`config.mk`:
```
export PLATFORM = sky130hd
export DESIGN_NAME = serial_tx_cfg
export DESIGN_NICKNAME = d
export VERILOG_FILES = /design/src/rtl/serial_tx_cfg.sv
export SDC_FILE = /design/constraint.sdc
export NUM_CORES = 1
export LEC_CHECK = 0
export CAP_MARGIN = 20
export CORE_UTILIZATION = 55
export CTS_CLUSTER_DIAMETER = 50
export DETAILED_ROUTE_END_ITERATION = 10
export HOLD_SLACK_MARGIN = 0.02
export PLACE_DENSITY = 0.77
export SETUP_SLACK_MARGIN = 0.05
export SYNTH_ARGS = -nofsm -noshare
export SYNTH_HDL_FRONTEND = slang
export SYNTH_SLANG_ARGS = --single-unit
```
`constraint.sdc`:
```
create_clock -name sys_clk -period 2.9 [get_ports sys_clk]
set_clock_uncertainty 0.15 [all_clocks]
set_input_delay 0.725 -clock sys_clk [delete_from_list [all_inputs] [get_ports sys_clk]]
set_output_delay 0.725 -clock sys_clk [all_outputs]
set_load 0.02 [all_outputs]
```
`src/rtl/serial_tx_cfg.sv`:
```
// ---------------------------------------------------------------------------
// serial_tx_cfg -- configurable asynchronous-serial (UART-style) transmitter
//
// Sends one frame per accepted word: start bit (0), DATA_BITS data bits LSB
// first, an optional odd/even parity bit, then STOP_BITS stop bits (1). Each
// bit lasts DIV = CLK_FREQ / BIT_FREQ clocks. The bit timer is restarted at
// every accept, so the start edge is aligned to the accepting clock edge
// (no free-running baud tick, no start-bit jitter).
//
// Ports
//   sys_clk  in   system clock, rising edge
//   rst      in   asynchronous, active-high reset
//   wr       in   producer valid; word accepted when wr && ready
//   data     in   word to send (DATA_BITS wide), sampled on the accept cycle
//   ready    out  high when a new word can be accepted
//   done     out  one-cycle pulse in the last clock of the last stop bit
//   tx       out  serial line, idle/mark = 1 (registered, no input path)
// ---------------------------------------------------------------------------
module serial_tx_cfg #(
  parameter int CLK_FREQ  = 48000000,
  parameter int BIT_FREQ  = 115200,
  parameter int DATA_BITS = 8,
  parameter int PARITY    = 0,   // 0 none, 1 odd, 2 even, others = none
  parameter int STOP_BITS = 1
) (
  input  logic                 sys_clk,
  input  logic                 rst,
  input  logic                 wr,
  input  logic [DATA_BITS-1:0] data,
  output logic                 ready,
  output logic                 done,
  output logic                 tx
);

  localparam int DIV   = CLK_FREQ / BIT_FREQ;
  localparam int DIV_W = (DIV >= 2) ? $clog2(DIV) : 1;
  localparam int BC_W  = $clog2(DATA_BITS + 1);

  localparam bit PAR_EN  = (PARITY == 1) || (PARITY == 2);
  localparam bit PAR_ODD = (PARITY == 1);

  localparam logic [DIV_W-1:0] DIV_LOAD = DIV_W'(DIV - 1);
  localparam logic [DIV_W-1:0] DIV_ONE  = DIV_W'(1);
  localparam logic [BC_W-1:0]  LAST_BIT = BC_W'(DATA_BITS - 1);

  // Out-of-range configurations are rejected at elaboration.
  if (DATA_BITS < 5 || DATA_BITS > 9) begin : g_bad_data_bits
    $error("serial_tx_cfg: DATA_BITS=%0d is outside 5..9", DATA_BITS);
  end
  if (STOP_BITS < 1 || STOP_BITS > 2) begin : g_bad_stop_bits
    $error("serial_tx_cfg: STOP_BITS=%0d must be 1 or 2", STOP_BITS);
  end
  if (DIV < 2) begin : g_bad_div
    $error("serial_tx_cfg: CLK_FREQ/BIT_FREQ=%0d must be at least 2", DIV);
  end

  typedef enum logic [2:0] {
    ST_IDLE,
    ST_START,
    ST_DATA,
    ST_PARITY,
    ST_STOP
  } state_t;

  state_t               state_q, state_d;
  logic [DIV_W-1:0]     div_q,   div_d;
  logic [BC_W-1:0]      bit_q,   bit_d;
  logic [DATA_BITS-1:0] shreg_q, shreg_d;
  logic                 par_q,   par_d;
  logic                 stop_q,  stop_d;   // index of the current stop bit
  logic                 tx_d, ready_d, done_d;

  logic accept;
  logic bit_end;
  logic stop_last;
  logic load_frame;

  assign accept    = wr && ready;
  assign bit_end   = (div_q == '0);
  assign stop_last = (STOP_BITS == 2) ? stop_q : 1'b1;

  // NOTE: every variable written here is given a default first, so no path
  // through the case statement can leave one unassigned and infer a latch.
  always_comb begin
    state_d    = state_q;
    div_d      = bit_end ? DIV_LOAD : div_q - 1'b1;
    bit_d      = bit_q;
    shreg_d    = shreg_q;
    par_d      = par_q;
    stop_d     = stop_q;
    tx_d       = tx;
    ready_d    = ready;
    done_d     = 1'b0;
    load_frame = 1'b0;

    case (state_q)
      ST_IDLE: begin
        div_d = '0;
        if (accept) load_frame = 1'b1;
      end

      ST_START: begin
        if (bit_end) begin
          state_d = ST_DATA;
          bit_d   = '0;
          tx_d    = shreg_q[0];
        end
      end

      ST_DATA: begin
        if (bit_end) begin
          shreg_d = shreg_q >> 1;
          bit_d   = bit_q + 1'b1;
          if (bit_q == LAST_BIT) begin
            if (PAR_EN) begin
              state_d = ST_PARITY;
              tx_d    = par_q;
            end else begin
              state_d = ST_STOP;
              stop_d  = 1'b0;
              tx_d    = 1'b1;
            end
          end else begin
            tx_d = shreg_q[1];
          end
        end
      end

      ST_PARITY: begin
        if (bit_end) begin
          state_d = ST_STOP;
          stop_d  = 1'b0;
          tx_d    = 1'b1;
        end
      end

      ST_STOP: begin
        if (bit_end) begin
          if (stop_last) begin
            // ready was raised for this final cycle, so a waiting word starts
            // its start bit right after the last stop bit with no idle gap.
            if (accept) begin
              load_frame = 1'b1;
            end else begin
              state_d = ST_IDLE;
              div_d   = '0;
            end
          end else begin
            stop_d = 1'b1;
          end
        end else if (stop_last && div_q == DIV_ONE) begin
          // Registered, so done/ready show up in the last clock of the frame.
          done_d  = 1'b1;
          ready_d = 1'b1;
        end
      end

      default: begin
        state_d = ST_IDLE;
        div_d   = '0;
        tx_d    = 1'b1;
        ready_d = 1'b1;
      end
    endcase

    if (load_frame) begin
      shreg_d = data;
      par_d   = PAR_ODD ? ~^data : ^data;
      state_d = ST_START;
      div_d   = DIV_LOAD;
      bit_d   = '0;
      stop_d  = 1'b0;
      tx_d    = 1'b0;
      ready_d = 1'b0;
    end
  end

  // NOTE: state registers use non-blocking assignments so every flop samples
  // the pre-edge values, independent of statement order.
  always_ff @(posedge sys_clk or posedge rst) begin
    if (rst) begin
      state_q <= ST_IDLE;
      div_q   <= '0;
      bit_q   <= '0;
      shreg_q <= '0;
      par_q   <= 1'b0;
      stop_q  <= 1'b0;
      tx      <= 1'b1;
      ready   <= 1'b1;
      done    <= 1'b0;
    end else begin
      state_q <= state_d;
      div_q   <= div_d;
      bit_q   <= bit_d;
      shreg_q <= shreg_d;
      par_q   <= par_d;
      stop_q  <= stop_d;
      tx      <= tx_d;
      ready   <= ready_d;
      done    <= done_d;
    end
  end

endmodule

```
## Word-level counts from Yosys, hierarchy flattened

Index checks and enable logic that the tools add are counted.

- Bits in registers: 27
- Output and inout port bits: 3
- Logic and storage cells: 76

- Add/subtract/negate cells: 2
- Equal/unequal tests: 17
- Muxes and demuxes: 36
- Reductions and logical operators: 14

Operators with widths:

| cell | count |
|---|---|
| $mux 9 | 4 |
| $mux 8 | 3 |
| $ne 3x3->1 const B | 8 |
| $mux 3 | 7 |
| $pmux 9 s2 | 1 |
| $pmux 3 s5 | 1 |
| $mux 1 | 13 |
| $mux 4 | 3 |
| $eq 9x1->1 const B | 1 |
| $logic_not 9->1 | 1 |
| $sub 9x1->9 const B | 1 |
| $pmux 4 s2 | 1 |
| $reduce_and 7->1 | 1 |
| $eq 3x2->1 const B | 2 |
| $reduce_and 3->1 | 2 |
| $add 4x1->4 const B | 1 |
| $eq 4x3->1 const B | 1 |
| $ne 2x1->1 const B | 2 |
| $pmux 1 s2 | 2 |
| $pmux 1 s4 | 1 |
| $reduce_and 4->1 | 1 |
| $reduce_bool 2->1 | 2 |
| $reduce_or 4->1 | 1 |
| $eq 3x1->1 const B | 1 |
| 8 further kinds | 8 |

## Depth between registers and ports, before layout

Gate-level depths: netlist (run 1).

- Depth in word-level cells: 6
- Gate-level depth with buffers: 7
- Mapped depth without buffers: 6

## Worst setup path after synthesis (run 1)

OpenSTA, ideal clock, no wires.

- Path type: register to register
- Start: reg div_q[0]
- End: reg shreg_q[4]
- Library setup time: 128 ps
- Arrival: 2,147 ps
- Setup slack: 475 ps
- Stages on the path, launching flop included: 8
- Path buffers: 1
- Period minus slack after synthesis: 2,425 ps
- Path through: dfrtp_1 -> inv_1 -> ha_1 -> or4b_1 -> nor4_4 -> buf_6 -> mux2_1 -> mux2_1

- Longest elaborated chain between the ends: 5
- Elaborated cells on any way between the ends: 7
- Classes of those cells: mux (3); reduce/logical (4)

RTL lines:

| what | line | text |
|---|---|---|
| from (decl) | 66 | `logic [DIV_W-1:0] div_q, div_d;` |
| from (signal assigned) | 193 | `div_q <= div_d;` |
| $logic_not 9->1 * | 79 | `assign bit_end = (div_q == '0);` |
| $mux 1 | 138 | `if (bit_end) begin` |
| $pmux 1 s2 | 96 | `case (state_q)` |
| $reduce_bool 2->1 (no source line) | - |  |
| $reduce_and 2->1 (no source line) | - |  |
| to (signal assigned) | 195 | `shreg_q <= shreg_d;` |
| to (decl) | 68 | `logic [DATA_BITS-1:0] shreg_q, shreg_d;` |

Every way passes the cells marked *; elsewhere a longest branch is shown, timed or not.
A chain may end at the register's enable or synchronous reset.

## Worst setup path in the final report (run 1)

Same ends and word-level chain as after synthesis.

==> results of run 1 <==
-- report_power, final --
part           internal, mW  switching, mW
Combinational        0.0137        0.00880
Clock                0.0518          0.113
Sequential            0.377              0
Total                 0.442          0.122
-- through the flow --
step | power, mW | util (%) | setup WS (ns) | instances | hold slack, ns
floorplan | 0.390 | - | 0.475 | 144 | 0.316
global placement | 0.406 | 66.0 | 0.410 | 184 | 0.336
detailed placement | 0.406 | 66.0 | 0.356 | 184 | 0.342
CTS | 0.566 | 67.1 | 0.344 | 188 | 0.381
global route | 0.583 | 67.1 | 0.188 | 188 | 0.412
finish | 0.564 | 67.1 | 0.326 | 188 | 0.383
-- area by class of cell --
class | instances | area (µm²) | area share [%]
multi-input cells | 103 | 758 | 44.8
flip-flops and latches | 27 | 678 | 40.1
repair buffers | 18 | 168 | 9.91
well taps | 30 | 37.5 | 2.22
clock buffers | 3 | 22.5 | 1.33
inverters | 6 | 22.5 | 1.33
clock inverters | 1 | 5.00 | 0.296
-- metal layers --
layer  track usage, %  wire (µm)  vias to the layer above  part of all wire [%]
li1                 -          -                      567                     -
met1             28.7       1480                      596                    49
met2             37.0       1450                       13                    48
met3             2.50         53                        4                   1.8
met4             8.55         25                        0                  0.83
met5                0          0                        -                     0
-- worst max path at each step --
stage	startpoint	to
final	div_q[0]	shreg_q[4]
after global routing	div_q[0]	shreg_q[4]
after CTS	div_q[0]	shreg_q[4]
after detailed placement	div_q[0]	shreg_q[4]
after global placement	wr	shreg_q[6]
after floorplan	div_q[0]	shreg_q[4]
-- critical path, stage by stage, from the launching register on --
cell and delay (ns):
dfrtp_1 0.45, inv_1 0.11, ha_1 0.22, or4b_1 0.54, nor4_4 0.39, mux2_1 0.35
mux2_1 0.28
-- registers in the layout (all words and copies together), names as in the netlist --
name     cells
bit_q        4
div_q        9
done         1
shreg_q      8
ready        1
tx           1
state_q      3
-- cell families (layout without fill, tap and decap cells) --
group	Yosys count	in the layout	share of synthesized area, %
compound gates	42	42	19.2
xor+xnor	8	8	4.67
fa+ha+maj	4	4	3.34
buf+inv	14	28	4.25
flops	27	27	45.2
mux	2	2	1.50
simple gates	47	47	21.9
-- placed cells by master, fill, tap and decap left out, types with 3 or more instances in the layout --
master           Yosys  layout
nand2_1              6       6
a21boi_0             3       3
nor3_1               4       4
dfrtp_1             25      25
nor3b_1              6       6
o31ai_1              3       3
clkdlybuf4s50_1      0      13
nor2_1               7       7
xnor2_1              5       5
inv_1                6       6
nand3_1              5       5
ha_1                 4       4
buf_4                0       5
o21ai_0              7       7
a221o_1              6       6
a21oi_1             12      12
xor2_1               3       3
clkbuf_4             0       3
==> impl_metrics.py, run 1 <==
metrics = {
    "outcome": {
        "status": "finished, final reports clean",
    },
    "sta": {
        "tightest_slew_ns": 0.618,
        "report.final.slew_viol_count": 0,
        "rsz0062_at_grt": "false",
        "slew_headroom_pct": 58.7,
        "hold_viol": 0,
        "period_minus_slack_ns": 2.57,
        "min_period_over_period_pct": 88.8,
        "setup_viol": 0,
        "tns_ns": 0,
        "maxClockFrequency_ghz": 0.388,
    },
    "drt": {
        "routed_wl_um": 3010,
        "drc_errors": 0,
        "postRouteAntennaNets": 0,
        "dr.first_iter.drc_count": 35,
        "vias": 1180,
        "via_per_inst": 6.28,
        "drtPass1Iterations": 4,
        "wl_per_cell_um": 16.0,
    },
    "setup_path": {
        "rr_startpoint": "div_q[0]",
        "crit_arrival_ns": 2.66,
        "reg2regPathDepth": 6,
        "r2r-end": "shreg_q[4]",
        "endpoint_kind": "register",
        "criticalPathCategory": "register to register",
        "r2r_setup_slack_ns": 0.33,
        "path_max_fanout": 6,
        "crit_required_ns": 2.98,
        "start_kind": "register",
    },
    "floorplan": {
        "start_util_pct": 59.5,
        "rows": 18,
        "coreArea_mm2": 0.00252,
        "fp.dieH_um": 54.2,
        "io_pins": 14,
        "die_w_um": 54.2,
        "die-area_mm2": 0.00294,
    },
    "clocking": {
        "clk_pin_slew_ns": 0.15,
        "cts.sinks": 27,
        "cts_tree": "yes",
        "worstSkewPairLatency_ns": 0.33,
        "cts-htree-levels": 1,
        "cts-root-buf": "clkbuf_4",
        "cts_buffer_depth": 2,
        "cts_buffers": 3,
        "cts_resized": 0,
        "cts_hold_buf": 0,
        "post-cts-setup-buffer-count": 0,
    },
    "synth": {
        "netlist_top_cells_count": "dfrtp_1 (25), a21oi_1 (12), nor2_1 (7), o21ai_0 (7)",
        "ys.warnings.count": 0,
        "synth_edf_count": 0,
        "ys_seq_area_share_pct": 45.2,
        "async_reset_ff_share_pct": 100,
        "synth_seq_cells": 27,
        "synth_ff_type": "dfrtp_1",
        "synthTopCellsByArea": "dfrtp_1 (42%), a21oi_1 (4.0%), a221o_1 (4.0%)",
        "synth_top_area_cell": "dfrtp_1",
        "avgSynthCellArea_um2": 10.4,
        "ys_types": 44,
        "syn_nets": 159,
        "netlist.area_leader.share_pct": 41.7,
        "synth_most_common_cell": "dfrtp_1",
        "synthesis.area_mm2": 0.00150,
        "netlist_instances": 144,
    },
    "global_routing": {
        "antenna_found_initial": 0,
        "grt_pass1_vias": 1050,
        "overflow": 0,
        "grt_first_pass_wirelength_um": 4620,
        "grt.total_usage_pct": 22.0,
        "grt_max_degree": 28,
    },
    "power_and_ir_drop": {
        "power_density_mw_per_mm2": 333,
        "peakVddDrop_v": 0.000279,
        "p_leak_nw": 0.666,
    },
    "placed_design": {
        "place_hpwl_um": 2110,
        "place.gp.congestion": 0.830,
        "placement.io_buffers": 13,
        "place_area_mm2": 0.00166,
    },
    "cells_and_area": {
        "layout.nets": 174,
        "fill_cells": 209,
        "area_growth_pct": 12.8,
        "drive_above_1_share_pct": 10.1,
        "antenna_cells": 0,
        "design_area_mm2": 0.00169,
    },
    "run": {
        "drv_cap": 0,
    },
    "min_path": {
        "hold_path_class": "register to register",
        "min_from": "shreg_q[4]",
        "hold-path-endpoint": "shreg_q[3]",
        "holdPathStages": 1,
    },
}
(Power assumes the default switching activity.)
==> run 2: changes to the inputs <==
- CORE_MARGIN: not set -> 10
==> impl_metrics.py, run 2 (synthesized netlist as in run 1, its figures left out) <==
metrics = {
    "outcome": {
        "status": "finished, final reports clean",
    },
    "floorplan": {
        "rows": 18,
        "coreArea_mm2": 0.00254,
        "die_w_um": 72.2,
        "die-area_mm2": 0.00522,
        "fp.dieH_um": 72.2,
        "io_pins": 14,
        "start_util_pct": 58.9,
    },
    "run": {
        "drv_cap": 0,
    },
    "placed_design": {
        "place.gp.congestion": 0.829,
        "placement.io_buffers": 13,
        "dpl.cell_count": 185,
        "dpl_worst_slack_ns": 0.403,
        "place_hpwl_um": 2270,
    },
    "drt": {
        "dr.first_iter.drc_count": 124,
        "postRouteAntennaNets": 0,
        "via_per_inst": 6.27,
        "routed_wl_um": 3200,
        "drtPass1Iterations": 4,
        "vias": 1185,
        "wl_per_cell_um": 17.0,
        "drc_errors": 0,
    },
    "clocking": {
        "cts_hold_buf": 0,
        "post-cts-setup-buffer-count": 0,
        "worstSkewPairLatency_ns": 0.32,
        "cts-root-buf": "clkbuf_4",
        "cts_resized": 0,
        "cts_buffers": 3,
        "cts-htree-levels": 1,
        "cts_buffer_depth": 2,
        "clk_pin_slew_ns": 0.15,
        "cts_tree": "yes",
        "cts.sinks": 27,
    },
    "cells_and_area": {
        "stdcell_count": 189,
        "largest_register": "div_q",
        "layout.nets": 175,
        "antenna_cells": 0,
        "largestRegisters": "div_q: 9 flops, shreg_q: 8 flops, bit_q: 4 flops",
        "utilization_pct": 66.7,
        "drive_above_1_share_pct": 10.1,
        "final_common_cell": "dfrtp_1",
        "area_growth_pct": 13.2,
        "mostFrequentLayoutCells": "dfrtp_1 (25), clkdlybuf4s50_1 (13), a21oi_1 (12), nor2_1 (7), o21ai_0 (7)",
        "largest_register_ffs": 9,
    },
    "setup_path": {
        "path_max_fanout": 5,
        "criticalPathCategory": "register to register",
        "start_kind": "register",
        "critPathMaxStageDelay_ns": 0.54,
        "r2r-end": "shreg_q[4]",
        "endpoint_kind": "register",
        "crit_required_ns": 2.97,
        "r2r_setup_slack_ns": 0.41,
        "cpMostUsedCell": "mux2_1",
        "rr_startpoint": "div_q[0]",
        "crit_slowest_cell": "or4b_1",
        "path_cells": "inv_1, ha_1, or4b_1, nor4_4, mux2_1, mux2_1",
        "crit_arrival_ns": 2.55,
        "reg2regPathDepth": 6,
    },
    "global_routing": {
        "overflow": 0,
        "grt_pass1_vias": 1145,
        "grt.total_usage_pct": 12.4,
        "grt_first_pass_wirelength_um": 5430,
        "antenna_found_initial": 0,
        "grt_max_degree": 28,
    },
    "power_and_ir_drop": {
        "peakVddDrop_v": 0.000246,
        "power_density_mw_per_mm2": 333,
        "p_leak_nw": 0.669,
    },
    "sta": {
        "worst_slack_ns": 0.415,
        "rsz0062_at_grt": "false",
        "tightest_slew_ns": 0.587,
        "tns_ns": 0,
        "hold_viol": 0,
        "slew_headroom_pct": 60.7,
        "setup_viol": 0,
        "period_minus_slack_ns": 2.49,
        "fin_hold_ws_ns": 0.387,
        "maxClockFrequency_ghz": 0.402,
        "report.final.slew_viol_count": 0,
        "min_period_over_period_pct": 85.7,
    },
    "min_path": {
        "holdPathStages": 1,
        "min_from": "ready",
        "hold-path-endpoint": "ready",
        "hold_path_class": "register to register",
    },
}
## run 2: final cells by class
class                   instances  area, µm²
fillers                       206        847
multi-input cells             103        758
flip-flops and latches         27        678
repair buffers                 19        175
well taps                      30       37.5
clock buffers                   4       26.3
inverters                       6       22.5
## run 2: power by group
part / internal [mW] / switching (mW) / total, mW
Combinational: 0.0138 / 0.00918 / 0.0229
Sequential: 0.377 / 0 / 0.377
Clock: 0.0538 / 0.111 / 0.165
## run 2: metrics by stage
step / total power, mW / cell area (µm²)
2_1_floorplan: 0.390 / 1500
3_3_place_gp: 0.406 / 1670
3_5_place_dp: 0.407 / 1670
4_1_cts: 0.569 / 1700
5_1_grt: 0.587 / 1700
6_report: 0.565 / 1700
## run 2: metal layers
layer  share of wire, %  global-route usage (%)
met3                6.0                    2.31
met2                 46                    19.4
met4               0.78                    3.87
met5                  0                       0
met1                 48                    16.9
## run 2: worst max path at each step
| stage | from | endpoint | slack [ns] | cells after the start |
|---|---|---|---|---|
| floorplan | div_q[0] | shreg_q[4] | 0.48 | 7 |
| global placement | wr | shreg_q[6] | 0.43 | 7 |
| detailed placement | wr | div_q[3] | 0.40 | 6 |
| CTS | div_q[0] | shreg_q[4] | 0.40 | 6 |
| global route | div_q[0] | shreg_q[4] | 0.26 | 6 |
| finish | div_q[0] | shreg_q[4] | 0.41 | 6 |
## run 2: worst max-delay path: cells and delay by family (launching register included)
family | cells | cell delay, ns
flops | 1 | 0.45
buf+inv | 1 | 0.10
fa+ha+maj | 1 | 0.20
mux | 2 | 0.63
simple gates | 2 | 0.85
